<file path="src/rtl/fifo_stream_reader_pkg.sv">
// Shared FIFO read-side constants used by the stream reader and its skid buffer.
package fifo_stream_reader_pkg;

  localparam int SKID_DEPTH         = 2;
  localparam int FIFO_READ_LATENCY  = 1;
  localparam int FIFO_WIDTH_DEFAULT = 8;

  typedef logic [1:0] occ_t;

endpackage

</file>
<file path="src/rtl/fifo_stream_reader_skid_buffer.sv">
// Two-entry ordered buffer. Entry 0 is always the head; the caller owns flow control.
module stream_skid_buffer
  import fifo_stream_reader_pkg::*;
#(
  parameter int EntryWidth = FIFO_WIDTH_DEFAULT + 1
) (
  input  logic                  clk_i,
  input  logic                  reset_i,
  input  logic                  push_i,
  input  logic                  pop_i,
  input  logic [EntryWidth-1:0] push_data_i,
  output logic [EntryWidth-1:0] head_o,
  output occ_t                  occ_o
);

  logic [EntryWidth-1:0] e0_q, e0_d, e1_q, e1_d;
  occ_t                  occ_q, occ_d;

  // Entry shuffle: a simultaneous push and pop keeps occupancy and order.
  always_comb begin
    e0_d  = e0_q;
    e1_d  = e1_q;
    occ_d = occ_q;
    case ({push_i, pop_i})
      2'b10: begin
        if (occ_q == 2'd0) begin
          e0_d = push_data_i;
        end else begin
          e1_d = push_data_i;
        end
        occ_d = occ_q + 2'd1;
      end
      2'b01: begin
        e0_d  = e1_q;
        occ_d = occ_q - 2'd1;
      end
      2'b11: begin
        if (occ_q == 2'd2) begin
          e0_d = e1_q;
          e1_d = push_data_i;
        end else begin
          e0_d = push_data_i;
        end
      end
      default: begin
        occ_d = occ_q;
      end
    endcase
  end

  // Entry and occupancy registers.
  always_ff @(posedge clk_i) begin
    if (reset_i) begin
      e0_q  <= '0;
      e1_q  <= '0;
      occ_q <= 2'd0;
    end else begin
      e0_q  <= e0_d;
      e1_q  <= e1_d;
      occ_q <= occ_d;
    end
  end

  assign head_o = e0_q;
  assign occ_o  = occ_q;

endmodule

</file>
<file path="src/rtl/fifo_stream_reader.sv">
// Read engine for a standard-mode FIFO: credit-limited Read issue, capture on Valid,
// packet framing, handshake statistics and a sticky overrun flag.
module fifo_stream_reader
  import fifo_stream_reader_pkg::*;
#(
  parameter int Width       = FIFO_WIDTH_DEFAULT,
  parameter int PktLenWidth = 8,
  parameter int CountWidth  = 16
) (
  input  logic                   Clk,
  input  logic                   Reset,
  input  logic                   Enable,
  input  logic [PktLenWidth-1:0] PktLen,
  input  logic                   FifoEmpty,
  output logic                   FifoRead,
  input  logic [Width-1:0]       FifoDout,
  input  logic                   FifoValid,
  output logic                   OutValid,
  input  logic                   OutReady,
  output logic [Width-1:0]       OutData,
  output logic                   OutLast,
  output logic                   Busy,
  output logic [CountWidth-1:0]  WordCount,
  output logic                   Overrun
);

  occ_t             occ;
  logic [Width:0]   head;
  logic             pop, push, accept, stray, no_room, push_last;
  logic [2:0]       credit;

  logic                   in_flight_q, post_reset_q, overrun_q, overrun_d;
  logic [PktLenWidth-1:0] pkt_cnt_q, pkt_cnt_d, pkt_len_q, pkt_len_d, len_eff;
  logic [CountWidth-1:0]  word_count_q, word_count_d;

  assign OutValid = (occ != 2'd0);
  assign pop      = OutValid & OutReady;

  // A pop this cycle frees a slot, which keeps the read stream at one word per clock.
  assign credit   = {1'b0, occ} + {2'b00, in_flight_q} - {2'b00, pop};
  assign FifoRead = Enable & ~FifoEmpty & ~Reset & (credit < 3'(SKID_DEPTH));

  assign accept  = FifoValid & ~post_reset_q;
  assign stray   = accept & ~in_flight_q;
  assign no_room = accept & in_flight_q & (occ == 2'd2) & ~pop;
  assign push    = accept & in_flight_q & ~no_room;

  // Packet framing, statistics and error next-state.
  always_comb begin
    len_eff   = (pkt_cnt_q == '0) ? PktLen : pkt_len_q;
    push_last = (len_eff != '0) && (pkt_cnt_q == (len_eff - PktLenWidth'(1)));
    pkt_len_d = pkt_len_q;
    pkt_cnt_d = pkt_cnt_q;
    if (push) begin
      pkt_len_d = len_eff;
      if (push_last || (len_eff == '0)) begin
        pkt_cnt_d = '0;
      end else begin
        pkt_cnt_d = pkt_cnt_q + PktLenWidth'(1);
      end
    end else begin
      pkt_cnt_d = pkt_cnt_q;
    end
    if (pop) begin
      word_count_d = word_count_q + CountWidth'(1);
    end else begin
      word_count_d = word_count_q;
    end
    overrun_d = overrun_q | stray | no_room;
  end

  // Control and statistics registers; post_reset_q masks a stale Valid after reset.
  always_ff @(posedge Clk) begin
    if (Reset) begin
      in_flight_q  <= 1'b0;
      post_reset_q <= 1'b1;
      overrun_q    <= 1'b0;
      pkt_cnt_q    <= '0;
      pkt_len_q    <= '0;
      word_count_q <= '0;
    end else begin
      in_flight_q  <= FifoRead;
      post_reset_q <= 1'b0;
      overrun_q    <= overrun_d;
      pkt_cnt_q    <= pkt_cnt_d;
      pkt_len_q    <= pkt_len_d;
      word_count_q <= word_count_d;
    end
  end

  stream_skid_buffer #(
    .EntryWidth (Width + 1)
  ) u_skid (
    .clk_i       (Clk),
    .reset_i     (Reset),
    .push_i      (push),
    .pop_i       (pop),
    .push_data_i ({push_last, FifoDout}),
    .head_o      (head),
    .occ_o       (occ)
  );

  assign OutData   = head[Width-1:0];
  assign OutLast   = OutValid & head[Width];
  assign Busy      = (occ != 2'd0) | in_flight_q;
  assign WordCount = word_count_q;
  assign Overrun   = overrun_q;

endmodule

</file>
<file path="config.mk">
export PLATFORM = sky130hd
export DESIGN_NAME = fifo_stream_reader
export DESIGN_NICKNAME = d
export VERILOG_FILES = /design/src/rtl/fifo_stream_reader_pkg.sv /design/src/rtl/fifo_stream_reader_skid_buffer.sv /design/src/rtl/fifo_stream_reader.sv
export SDC_FILE = /design/constraint.sdc
export NUM_CORES = 1
export LEC_CHECK = 0
export BUFFER_PORTS_ARGS = -buffer_cell sky130_fd_sc_hd__buf_2
export CORE_MARGIN = 4
export CORE_UTILIZATION = 40
export DETAILED_ROUTE_END_ITERATION = 6
export PLACE_DENSITY = 0.72
export SYNTH_ARGS = -nofsm -noshare
export SYNTH_HDL_FRONTEND = slang
export SYNTH_HIERARCHICAL = 1
export SYNTH_SLANG_ARGS = --single-unit
export TNS_END_PERCENT = 10
</file>
<file path="constraint.sdc">
create_clock -name Clk -period 3 [get_ports Clk]
set_input_delay 0.45 -clock Clk [delete_from_list [all_inputs] [get_ports Clk]]
set_output_delay 0.45 -clock Clk [all_outputs]
set_load 0.02 [all_outputs]
</file>
# [Yosys cells after proc, flatten, opt, wreduce, memory -nomap -nowiden]
# Cells that the tools add are included.
[op_classes] add_sub_neg=7 magnitude_cmp=1 eq_ne=8 n_mux=10 n_bitwise=20 n_reduce_logical=12
[ops] operator="$mux 9" count=4
[ops] operator="$pmux 9 s3" count=1
[ops] operator="$pmux 9 s2" count=1
[ops] operator="$add 16x1->16 const B" count=1
[ops] operator="$logic_not 8->1" count=2
[ops] operator="$mux 8" count=2
[ops] operator="$and 1x1->1" count=11
[ops] operator="$add 8x1->8 const B" count=1
[ops] operator="$eq 8x8->1" count=1
[ops] operator="$reduce_bool 8->1" count=1
[ops] operator="$sub 8x1->8 const B" count=1
[ops] operator="$eq 2x2->1 const B" count=3
[ops] operator="$not 1->1" count=6
[ops] operator="$reduce_bool 2->1" count=3
[ops] operator="$ne 2x2->1 const B" count=2
[ops] operator="$pmux 2 s2" count=1
[ops] operator="$add 2x1->3" count=1
[ops] operator="$lt 3x2->1 const B" count=1
[ops] operator="$or 1x1->1" count=3
[ops] operator="$reduce_and 3->1" count=1
[ops] operator="$reduce_bool 3->1" count=1
[ops] operator="$sub 3x1->3" count=1
[ops] operator="$add 2x1->2 const B" count=1
[ops] operator="$eq 2x1->1 const B" count=1
[ops] operator="7 further kinds" count=7
[totals] regBits=55 inputBits=22 word_cells=67

# [Logic depth before layout (Yosys ltp)]
# Gate-level depths: netlist of the first run.
[logic_depth] depth_word=10 ltp_mapped=14 mapped_depth_nobuf=14

# [By module]
# Netlist of the first run, hierarchy kept.
[by_module_without_submodules] mod="fifo_stream_reader" n_inst=1 cells_each=251 area_per_inst_um2=2114.5 seq_area_each_um2=700.7
[by_module_without_submodules] mod="stream_skid_buffer" n_inst=1 cells_each=119 area_per_inst_um2=1033.5 seq_area_each_um2=400.4

# [Worst setup path before layout of the first run]
# No wires, ideal clock.
[synth_path] path_type="reg2reg" start="reg pkt_cnt_q[4]" end="reg u_skid.e0_q[8], in the netlist u_skid/head_o[8]" t_arrival_ps=3164 t_required_ps=2909 setup_slack_ps=-255 stages_incl_launch_ff=14 path_buffers=1 period_less_slack_ps=3255 cell_sequence="dfxtp_1 buf_6 or4_4 nor2_8 mux2i_2 ha_1 inv_1 a211oi_2 xnor2_1 o22a_2 or4_4 nor2_1 nand3_1 a311oi_1"
[synth_between] elab_chain_len=7
[synth_lines] item="start: declaration" line_no="fifo_stream_reader.sv:33" rtl="logic [PktLenWidth-1:0] pkt_cnt_q, pkt_cnt_d, pkt_len_q, pkt_len_d, len_eff;"
[synth_lines] item="start signal: assignment" line_no="fifo_stream_reader.sv:85" rtl="pkt_cnt_q <= pkt_cnt_d;"
[synth_lines] item="$logic_not 8->1" line_no="fifo_stream_reader.sv:50" rtl="len_eff = (pkt_cnt_q == '0) ? PktLen : pkt_len_q;"
[synth_lines] item="$mux 8" line_no="fifo_stream_reader.sv:50"
[synth_lines] item="$sub 8x1->8" line_no="fifo_stream_reader.sv:51" rtl="push_last = (len_eff != '0) && (pkt_cnt_q == (len_eff - PktLenWidth'(1)));"
[synth_lines] item="$eq 8x8->1" line_no="fifo_stream_reader.sv:51"
[synth_lines] item="$logic_and 1x1->1 (*)" line_no="fifo_stream_reader.sv:51"
[synth_lines] item="via push_last" line_no="fifo_stream_reader.sv:29" rtl="logic pop, push, accept, stray, no_room, push_last;"
[synth_lines] item="$mux 9, on equally long branches" line_no="fifo_stream_reader_skid_buffer.sv:38, fifo_stream_reader_skid_buffer.sv:26"
[synth_lines] item="$pmux 9 s3 (*)" line_no="fifo_stream_reader_skid_buffer.sv:24" rtl="case ({push_i, pop_i})"
[synth_lines] item="end signal: assignment" line_no="fifo_stream_reader_skid_buffer.sv:54" rtl="e0_q <= '0;"
[synth_lines] item="end signal: assignment" line_no="fifo_stream_reader_skid_buffer.sv:58" rtl="e0_q <= e0_d;"
[synth_lines] item="end: declaration" line_no="fifo_stream_reader_skid_buffer.sv:16" rtl="logic [EntryWidth-1:0] e0_q, e0_d, e1_q, e1_d;"
# Mark *: on every way through the listed nets, which the timed path passes. The rest lies on a longest branch. The select of a mux whose other input is x is not followed.
# A chain may end at the register's enable or synchronous reset.

# [Worst setup path in the final report of the first run]
[layout_path] start="reg pkt_cnt_q[0]" end="reg u_skid.e0_q[8], in the netlist u_skid/head_o[8]"
# Same word-level chain as after synthesis.

==> flow_metrics.tcl, run 1 <==
set metrics [dict create \
    synthDistinctLibCells 65 \
    muxShareOfSynthArea_pct 3.62 \
    area_growth_pct 18.7 \
    gp_congestion 0.887 \
    fin_nets 464 \
    vias 2943 \
    required_ns 3.22 \
    cts.sinks 55 \
    powerDensity_mw_per_mm2 372 \
    yosysTopAreaCell "dfxtp_1" \
    synthCells 370 \
    antennaDiodeCount 0 \
    io_buffer_count 50 \
    p_total_mw 1.39 \
    clkTransAtPathRegs_ns 0.11 \
    routedWlPerCell_microns 14.4 \
    synth_area_sq_mm 0.00315 \
    antenna_found_initial 0 \
    clockRootBuffer "clkbuf_8" \
    fillers 741 \
    ant_nets 0 \
    startpoint_type "flip-flop" \
    crit_arrival_ns 3.34 \
    path_max_fanout 3 \
    hold_path_class "primary input to flip-flop" \
    relSlewSlack_pct 62.7 \
    worst-setup-path-type "flip-flop to flip-flop" \
    ys.flop_type "dfxtp_1" \
    tightest_slew_ns 0.555 \
    fin_crit_sh_pct 104 \
    drc 0 \
    synthArstFlopShare_pct 0 \
    dp.cells 525 \
    grt_max_degree 39 \
    synth_top_family_by_area "simple AND/OR/NAND/NOR gates" \
    synth_xor_area_share_pct 7.75 \
    core_sq_mm 0.00769 \
    grt_pass1_vias 2851 \
    p_leak_nw 1.46 \
    cp_slowest_stage_delay_ns 0.53 \
    clock_latency_ns 0.31 \
    cts_tree "done" \
    slowest_stage "or4_4" \
    finalCoreUtilization_pct 48.6 \
    drive_gt1_share_pct 25.2 \
    vias_per_cell 5.50 \
    crit_top_cell "inv_1" \
    yosysWarnings 6 \
    grt_pass1_wl_microns 13100 \
    fp.dieArea_sq_mm 0.00935 \
    drv_slew 0 \
    hold_violations 0 \
    setup_viol_count_final 8 \
    crit_chain "inv_1, ha_1, or3b_4, nor2_8, mux2i_4, ha_4, inv_1, a211oi_2, xnor2_1, o22a_2, or4_4, nor2_4, nand3_1, a311oi_1" \
    min_period_ns 3.12 \
    rsz0062_at_grt "yes" \
    crit_buf_inv 2 \
    seq_area_sq_mm 0.00110 \
    initial_core_util_pct 41.0 \
    hpwl_microns 5690 \
    overflow 0 \
    violations "negative setup slack" \
    cts_buffers 5 \
    finalClockSkew_ns 0.0162 \
    worst_slack_ns -0.122 \
    synth-simple-area-share_pct 24.7 \
    synth-compound-area-share_pct 19.3 \
    drt_wl_total_microns 7710 \
    ios 51 \
    fin_cells 535 \
    cp_top_family "simple AND/OR/NAND/NOR gates" \
    dieHeight_microns 96.7 \
    drv_cap 0 \
    synth_edf_count 0 \
    multi_input_area_sq_mm 0.00192 \
    ys_top_cells_by_area "dfxtp_1 (35%), xor2_1 (4.7%), nor2_1 (4.7%)" \
    status "complete, but fails checks" \
    endpoint_kind "flip-flop" \
    fmax_mhz 320 \
    gr-usage-all-layers_pct 16.2 \
    dr.pass1.iters 4 \
    ys_seq_area_share_pct 35.0 \
    synth_top_area_share_pct 35.0 \
    ir_drop_mv 0.192 \
    mappedNetlistNets 402 \
    die_w_microns 96.7 \
    drt-initial-drc-count 162 \
    rows 32 \
    cts_buffer_depth 2 \
    ys_ff_latch 55 \
    synth_fa_ha_area_share_pct 4.21 \
    synth.avg_cell_area_sq_um 8.51 \
    h-tree-depth 2 \
]
[final cells by class]
| class | instances | share of cell area [%] |
|---|---|---|
| clock buffers | 5 | 1.84 |
| clock inverters | 3 | 0.737 |
| inverters | 12 | 1.21 |
| multi-input cells | 283 | 51.5 |
| flip-flops and latches | 55 | 29.5 |
| well taps | 102 | 3.42 |
| repair buffers | 75 | 11.8 |
[synth_stat cells, drive strengths merged (2+ instances only)]
cell and number:
a21boi 2, a21oi 29, a311oi 9, a31oi 2
and2 5, and3 7, buf 12, clkbuf 8
dfxtp 55, ha 9, inv 11, mux2i 11
nand2 24, nand2b 2, nand3 19, nand4 17
nor2 42, nor3 4, nor3b 2, nor4 7
o211ai 2, o21ai 22, o31ai 12, or2 3
or3 5, or4 2, xnor2 10, xor2 17
[sequential cells by signal, summed over array words and instances, names as in the netlist]
register       cells
pkt_len_q          8
u_skid/e1_q        9
u_skid/occ_o       2
in_flight_q        1
Overrun            1
post_reset_q       1
pkt_cnt_q          8
WordCount         16
u_skid/head_o      9
[where the power goes]
part	total [mW]	leakage (nW)	internal [mW]	switching [mW]
registers	0.753	0.445	0.744	0.00966
clock network	0.436	0.0463	0.172	0.264
logic	0.199	0.964	0.0805	0.119
[path summary, 6_finish.rpt]
kind	from	to	slack, ns	cells after the start
min reg2reg	u_skid/e1_q[4]$_SDFFE_PP0P_	u_skid/e1_q[4]$_SDFFE_PP0P_	0.48	2
max	pkt_cnt_q[0]$_SDFFE_PP0P_	u_skid/head_o[8]$_SDFFE_PP0P_	-0.12	14
max reg2reg	pkt_cnt_q[0]$_SDFFE_PP0P_	u_skid/head_o[8]$_SDFFE_PP0P_	-0.12	14
min	FifoEmpty	in_flight_q$_SDFF_PP0_	0.32	2
[routing by layer]
layer	routed length, microns	GRT usage (%)	part of all wire (%)	up-vias
li1	-	-	-	1470
met1	3390	20.7	44	1396
met2	3960	28.7	51	73
met3	316	2.02	4.1	4
met4	44	3.89	0.57	0
met5	0	0	0	-
[through the flow]
step	setup slack [ns]	setup TNS, ns	hold WS [ns]	cell area (sq um)
finish	-0.122	-0.761	0.319	3740
global route	-0.307	-2.39	0.312	3740
CTS	-0.138	-0.799	0.307	3730
detailed placement	-0.221	-0.474	0.461	3610
global placement	-0.126	-0.128	0.452	3610
floorplan	-0.174	-0.305	0.445	3180
[logic make-up (layout without fill, tap and decap cells)]
logic type,after synthesis,in the layout
and+or+nand+nor,145,145
AOI/OAI and AO/OA,90,90
DFF,55,55
buffers and inverters,32,95
xor gates and xnor gates,27,27
muxes,11,11
adders and majority gates,10,10
[what timing repair did]
item / in CTS / in global routing
endpoints found under the hold margin: 0 / 0
hold buffers: 0 / 0
resized for setup: 3 / 1
pin swaps: 3 / 0
endpoints found under the setup margin: 10 / 11
buffers inserted: 2 / 0
[layout by cell type, fill, tap and decap left out, types with 11 or more instances in the layout]
cell type  netlist  layout
o31ai_1         12      12
inv_1           11      11
nand2_1         24      24
buf_4            0      26
o21ai_0         19      19
xor2_1          17      17
nor2_1          39      38
buf_2            7      49
nand3_1         18      18
dfxtp_1         55      54
nand4_1         17      17
a21oi_1         27      27
Note: power is estimated with default switching activity, not from simulation.
==> run 2: changes to the inputs <==
--- a/config.mk
+++ b/config.mk
@@ -10,6 +10,7 @@
 export CORE_UTILIZATION = 40
 export DETAILED_ROUTE_END_ITERATION = 6
 export PLACE_DENSITY = 0.72
+export SKIP_CTS_REPAIR_TIMING = 1
 export SYNTH_ARGS = -nofsm -noshare
 export SYNTH_HDL_FRONTEND = slang
 export SYNTH_HIERARCHICAL = 1
==> flow_metrics.tcl, run 2 (synthesis results as in run 1) <==
set metrics [dict create \
    h-tree-depth 2 \
    cts.sinks 55 \
    powerDensity_mw_per_mm2 370 \
    hold_violations 0 \
    violations "negative setup slack" \
    fillers 736 \
    fin_nets 466 \
    crit_arrival_ns 3.42 \
    path_max_fanout 4 \
    worst_slack_ns -0.202 \
    dieHeight_microns 96.7 \
    tightest_slew_ns 0.558 \
    rows 32 \
    largest_reg_flops 16 \
    regToRegSetupSlack_ns -0.20 \
    antenna_found_initial 0 \
    clockRootBuffer "clkbuf_8" \
    worst-setup-path-type "flip-flop to flip-flop" \
    ant_nets 0 \
    overflow 0 \
    cts_buffers 5 \
    drt_wl_total_microns 7820 \
    cts_tree "done" \
    fp.dieArea_sq_mm 0.00935 \
    grt_max_degree 39 \
    ios 51 \
    p_total_mw 1.40 \
    vias 2977 \
    wl_met2_microns 3980 \
    m1WireLength_microns 3400 \
    seqPwrFrac_pct 53.9 \
    dp_slack_ns -0.221 \
    routedWlPerCell_microns 14.6 \
    io_buffer_count 50 \
    layout_commonest_cell "dfxtp_1" \
    required_ns 3.22 \
    finalClockSkew_ns 0.0170 \
    die_w_microns 96.7 \
    dpl_cell_area_sq_mm 0.00361 \
    drv_cap 0 \
    combPwrFrac_pct 14.8 \
    drt-initial-drc-count 149 \
    grt_pass1_wl_microns 13000 \
    fin_crit_sh_pct 107 \
    setup_viol_count_final 10 \
    vias_per_cell 5.54 \
    startpoint_type "flip-flop" \
    rsz0062_at_grt "yes" \
    initial_core_util_pct 41.0 \
    finalCoreUtilization_pct 49.2 \
    core_sq_mm 0.00769 \
    fin_area_sq_mm 0.00378 \
    final_cell_mix "dfxtp_1 (53), buf_2 (49), nor2_1 (38)" \
    area_growth_pct 20.0 \
    relSlewSlack_pct 62.4 \
    drv_slew 0 \
    grt_pass1_vias 2832 \
    fmax_mhz 312 \
    gr-usage-all-layers_pct 16.0 \
    ir_drop_mv 0.227 \
    p_leak_nw 1.47 \
    antennaDiodeCount 0 \
    clock_latency_ns 0.31 \
    hold_path_class "primary input to flip-flop" \
    endpoint_kind "flip-flop" \
    dr_wl_met3_microns 368 \
    clkTransAtPathRegs_ns 0.11 \
    holdWs_ns 0.319 \
    cts_buffer_depth 2 \
    hpwl_microns 5690 \
    power_frac_clock_pct 31.3 \
    drive_gt1_share_pct 27.1 \
    dr.pass1.iters 4 \
    status "complete, but fails checks" \
    net-switching-power_mw 0.396 \
    gp_congestion 0.887 \
    sw_frac_of_total_pct 28.3 \
    drc 0 \
    top_layer "met4" \
    p_int_mw 1.00 \
    min_period_ns 3.20 \
]
==> run 2: power by group through the flow <==
stage | Sequential [mW] | Combinational (mW) | Clock (mW)
final | 0.753 | 0.206 | 0.437
after detailed placement | 0.770 | 0.196 | 0
after floorplan | 0.780 | 0.122 | 0
after global routing | 0.756 | 0.224 | 0.481
after CTS | 0.753 | 0.197 | 0.451
after global placement | 0.770 | 0.192 | 0
==> run 2: layout make-up <==
type | count | area, sq um | area share [%]
clock inverters | 3 | 27.5 | 0.728
flip-flops and latches | 55 | 1100 | 29.2
clock buffers | 5 | 68.8 | 1.82
well taps | 102 | 128 | 3.38
repair buffers | 77 | 455 | 12.1
inverters | 12 | 47.5 | 1.26
multi-input cells | 283 | 1950 | 51.6
==> run 2: path summary, 6_finish.rpt <==
check | cells after the start | to | from
worst min-delay path | 2 | in_flight_q$_SDFF_PP0_ | FifoEmpty
worst max register to register | 14 | u_skid/head_o[8]$_SDFFE_PP0P_ | pkt_cnt_q[1]$_SDFFE_PP0P_
worst min register to register | 2 | u_skid/e1_q[5]$_SDFFE_PP0P_ | u_skid/e1_q[5]$_SDFFE_PP0P_
worst max-delay path | 14 | u_skid/head_o[8]$_SDFFE_PP0P_ | pkt_cnt_q[1]$_SDFFE_PP0P_
==> run 2: metal layers <==
layer | up-vias | GRT usage (%)
met5 | - | 0
met4 | 0 | 3.89
met3 | 6 | 2.02
met2 | 89 | 28.4
met1 | 1409 | 20.6
li1 | 1473 | -
==> run 2: worst max-delay path, cell delays in order, from the launching register on <==
cell	delay, ns
dfxtp_2	0.34
inv_2	0.07
ha_4	0.13
or3b_4	0.41
nor2_8	0.15
mux2i_4	0.28
ha_4	0.18
inv_4	0.03
a211oi_2	0.20
xnor2_1	0.08
o22a_2	0.21
or4_4	0.54
nor2_4	0.14
nand3_2	0.08
a311oi_2	0.25
==> run 2: per-stage QoR <==
| stage | instances | TNS, ns |
|---|---|---|
| 2_1_floorplan | 370 | -0.305 |
| 3_3_place_gp | 525 | -0.128 |
| 3_5_place_dp | 525 | -0.474 |
| 4_1_cts | 533 | -0.755 |
| 5_1_grt | 537 | -2.64 |
| 6_report | 537 | -1.32 |
==> run 3: changes to the inputs <==
--- a/config.mk
+++ b/config.mk
@@ -9,7 +9,6 @@
 export CORE_MARGIN = 4
 export CORE_UTILIZATION = 40
 export DETAILED_ROUTE_END_ITERATION = 6
-export PLACE_DENSITY = 0.72
 export SKIP_CTS_REPAIR_TIMING = 1
 export SYNTH_ARGS = -nofsm -noshare
 export SYNTH_HDL_FRONTEND = slang
==> flow_metrics.tcl, run 3 (synthesis results as in run 1) <==
set metrics [dict create \
    status "complete, but fails checks" \
    violations "negative setup slack" \
    drt-initial-drc-count 110 \
    fin_crit_sh_pct 107 \
    tightest_slew_ns 0.677 \
    vias_per_cell 5.49 \
    combPwrFrac_pct 15.0 \
    net-switching-power_mw 0.382 \
    regToRegSetupSlack_ns -0.22 \
    grt_pass1_wl_microns 13300 \
    cts_buffers 5 \
    fin_area_sq_mm 0.00382 \
    drv_slew 0 \
    io_buffer_count 50 \
    drive_gt1_share_pct 28.2 \
    dieHeight_microns 96.7 \
    hpwl_microns 5760 \
    clockRootBuffer "clkbuf_8" \
    antenna_found_initial 0 \
    grt_pass1_vias 2766 \
    dp_slack_ns -0.249 \
    dpl_cell_area_sq_mm 0.00364 \
    drv_cap 0 \
    clock_latency_ns 0.31 \
    final_cell_mix "dfxtp_1 (53), buf_2 (49), nor2_1 (38)" \
    die_w_microns 96.7 \
    path_max_fanout 4 \
    seqPwrFrac_pct 53.7 \
    sw_frac_of_total_pct 27.2 \
    hold_path_class "primary input to flip-flop" \
    r2r-end "u_skid/head_o[8]$_SDFFE_PP0P_" \
    min_period_ns 3.22 \
    timing.setup.tns_ns -1.22 \
    fin_nets 471 \
    holdWs_ns 0.323 \
    rows 32 \
    worst-setup-path-type "flip-flop to flip-flop" \
    core_sq_mm 0.00769 \
    fmax_mhz 311 \
    ir_drop_mv 0.187 \
    dr.pass1.iters 5 \
    finalClockSkew_ns 0.00814 \
    antennaDiodeCount 0 \
    h-tree-depth 2 \
    endpoint "u_skid/head_o[8]$_SDFFE_PP0P_" \
    clkTransAtPathRegs_ns 0.10 \
    vias 2973 \
    drt_wl_total_microns 7940 \
    endpoint_kind "flip-flop" \
    p_leak_nw 1.49 \
    hold_violations 0 \
    fp.dieArea_sq_mm 0.00935 \
    setup_viol_count_final 9 \
    cts_tree "done" \
    layout_commonest_cell "dfxtp_1" \
    ant_nets 0 \
    startpoint_type "flip-flop" \
    initial_core_util_pct 41.0 \
    area_growth_pct 21.3 \
    ios 51 \
    gr-usage-all-layers_pct 16.7 \
    crit_start "pkt_cnt_q[1]$_SDFFE_PP0P_" \
    overflow 0 \
    rsz0062_at_grt "yes" \
    grt_max_degree 30 \
    relSlewSlack_pct 54.5 \
    cts_buffer_depth 2 \
    cts.sinks 55 \
    largest_reg_flops 16 \
    required_ns 3.22 \
    power_frac_clock_pct 31.3 \
    worst_slack_ns -0.220 \
    powerDensity_mw_per_mm2 367 \
    gp_congestion 0.808 \
    reg2regPathDepth 14 \
    p_int_mw 1.02 \
    timing.rr.start "pkt_cnt_q[1]$_SDFFE_PP0P_" \
    crit_arrival_ns 3.44 \
    routedWlPerCell_microns 14.6 \
    drc 0 \
]
[run 3: stage by stage]
stage	utilization, %	total power [mW]	instances
3_5_place_dp	47.4	0.974	530
2_1_floorplan	-	0.901	370
4_1_cts	48.7	1.41	538
5_1_grt	49.7	1.47	542
3_3_place_gp	47.4	0.971	530
6_report	49.7	1.40	542
[run 3: critical path, cell delays in order (launching register included)]
cell	delay, ns
dfxtp_2	0.34
inv_2	0.07
ha_4	0.13
or3b_4	0.41
nor2_8	0.16
mux2i_4	0.28
ha_4	0.16
inv_2	0.04
a211oi_2	0.21
xnor2_1	0.09
o22a_2	0.21
or4_4	0.53
nor2_4	0.15
nand3_2	0.08
a311oi_2	0.25
[run 3: worst min-delay path by stage]
| stage | from | slack, ns | depth (start not counted) | to |
|---|---|---|---|---|
| 3_3_place_gp | Overrun$_SDFF_PP0_ | 0.45 | 2 | Overrun$_SDFF_PP0_ |
| 3_5_place_dp | u_skid/e1_q[4]$_SDFFE_PP0P_ | 0.46 | 2 | u_skid/e1_q[4]$_SDFFE_PP0P_ |
| 4_1_cts | FifoEmpty | 0.31 | 2 | in_flight_q$_SDFF_PP0_ |
| 6_report | FifoEmpty | 0.32 | 2 | in_flight_q$_SDFF_PP0_ |
| 5_1_grt | FifoEmpty | 0.31 | 2 | in_flight_q$_SDFF_PP0_ |
| 2_1_floorplan | u_skid/e1_q[0]$_SDFFE_PP0P_ | 0.44 | 2 | u_skid/e1_q[0]$_SDFFE_PP0P_ |
[run 3: area by class of cell]
class | count | area (sq um)
flip-flops and latches | 55 | 1100
repair buffers | 82 | 493
clock inverters | 2 | 16.3
inverters | 12 | 45.0
well taps | 102 | 128
multi-input cells | 283 | 1950
fillers | 763 | 3870
clock buffers | 6 | 82.6
[run 3: layer usage]
layer / share of wire [%] / up-vias / global-route usage [%] / routed length, microns
met5: 0 / - / 0 / 0
met4: 0.69 / 0 / 3.89 / 55
met3: 4.8 / 7 / 2.60 / 380
met2: 50 / 89 / 29.0 / 4000
met1: 44 / 1405 / 21.7 / 3500
li1: - / 1472 / - / -
[run 3: power by group through the flow]
stage               Sequential [mW]  Combinational, mW  Clock [mW]
global placement              0.770              0.201           0
CTS                           0.753              0.204       0.457
floorplan                     0.780              0.122           0
finish                        0.753              0.210       0.440
detailed placement            0.770              0.203           0
global route                  0.756              0.230       0.488
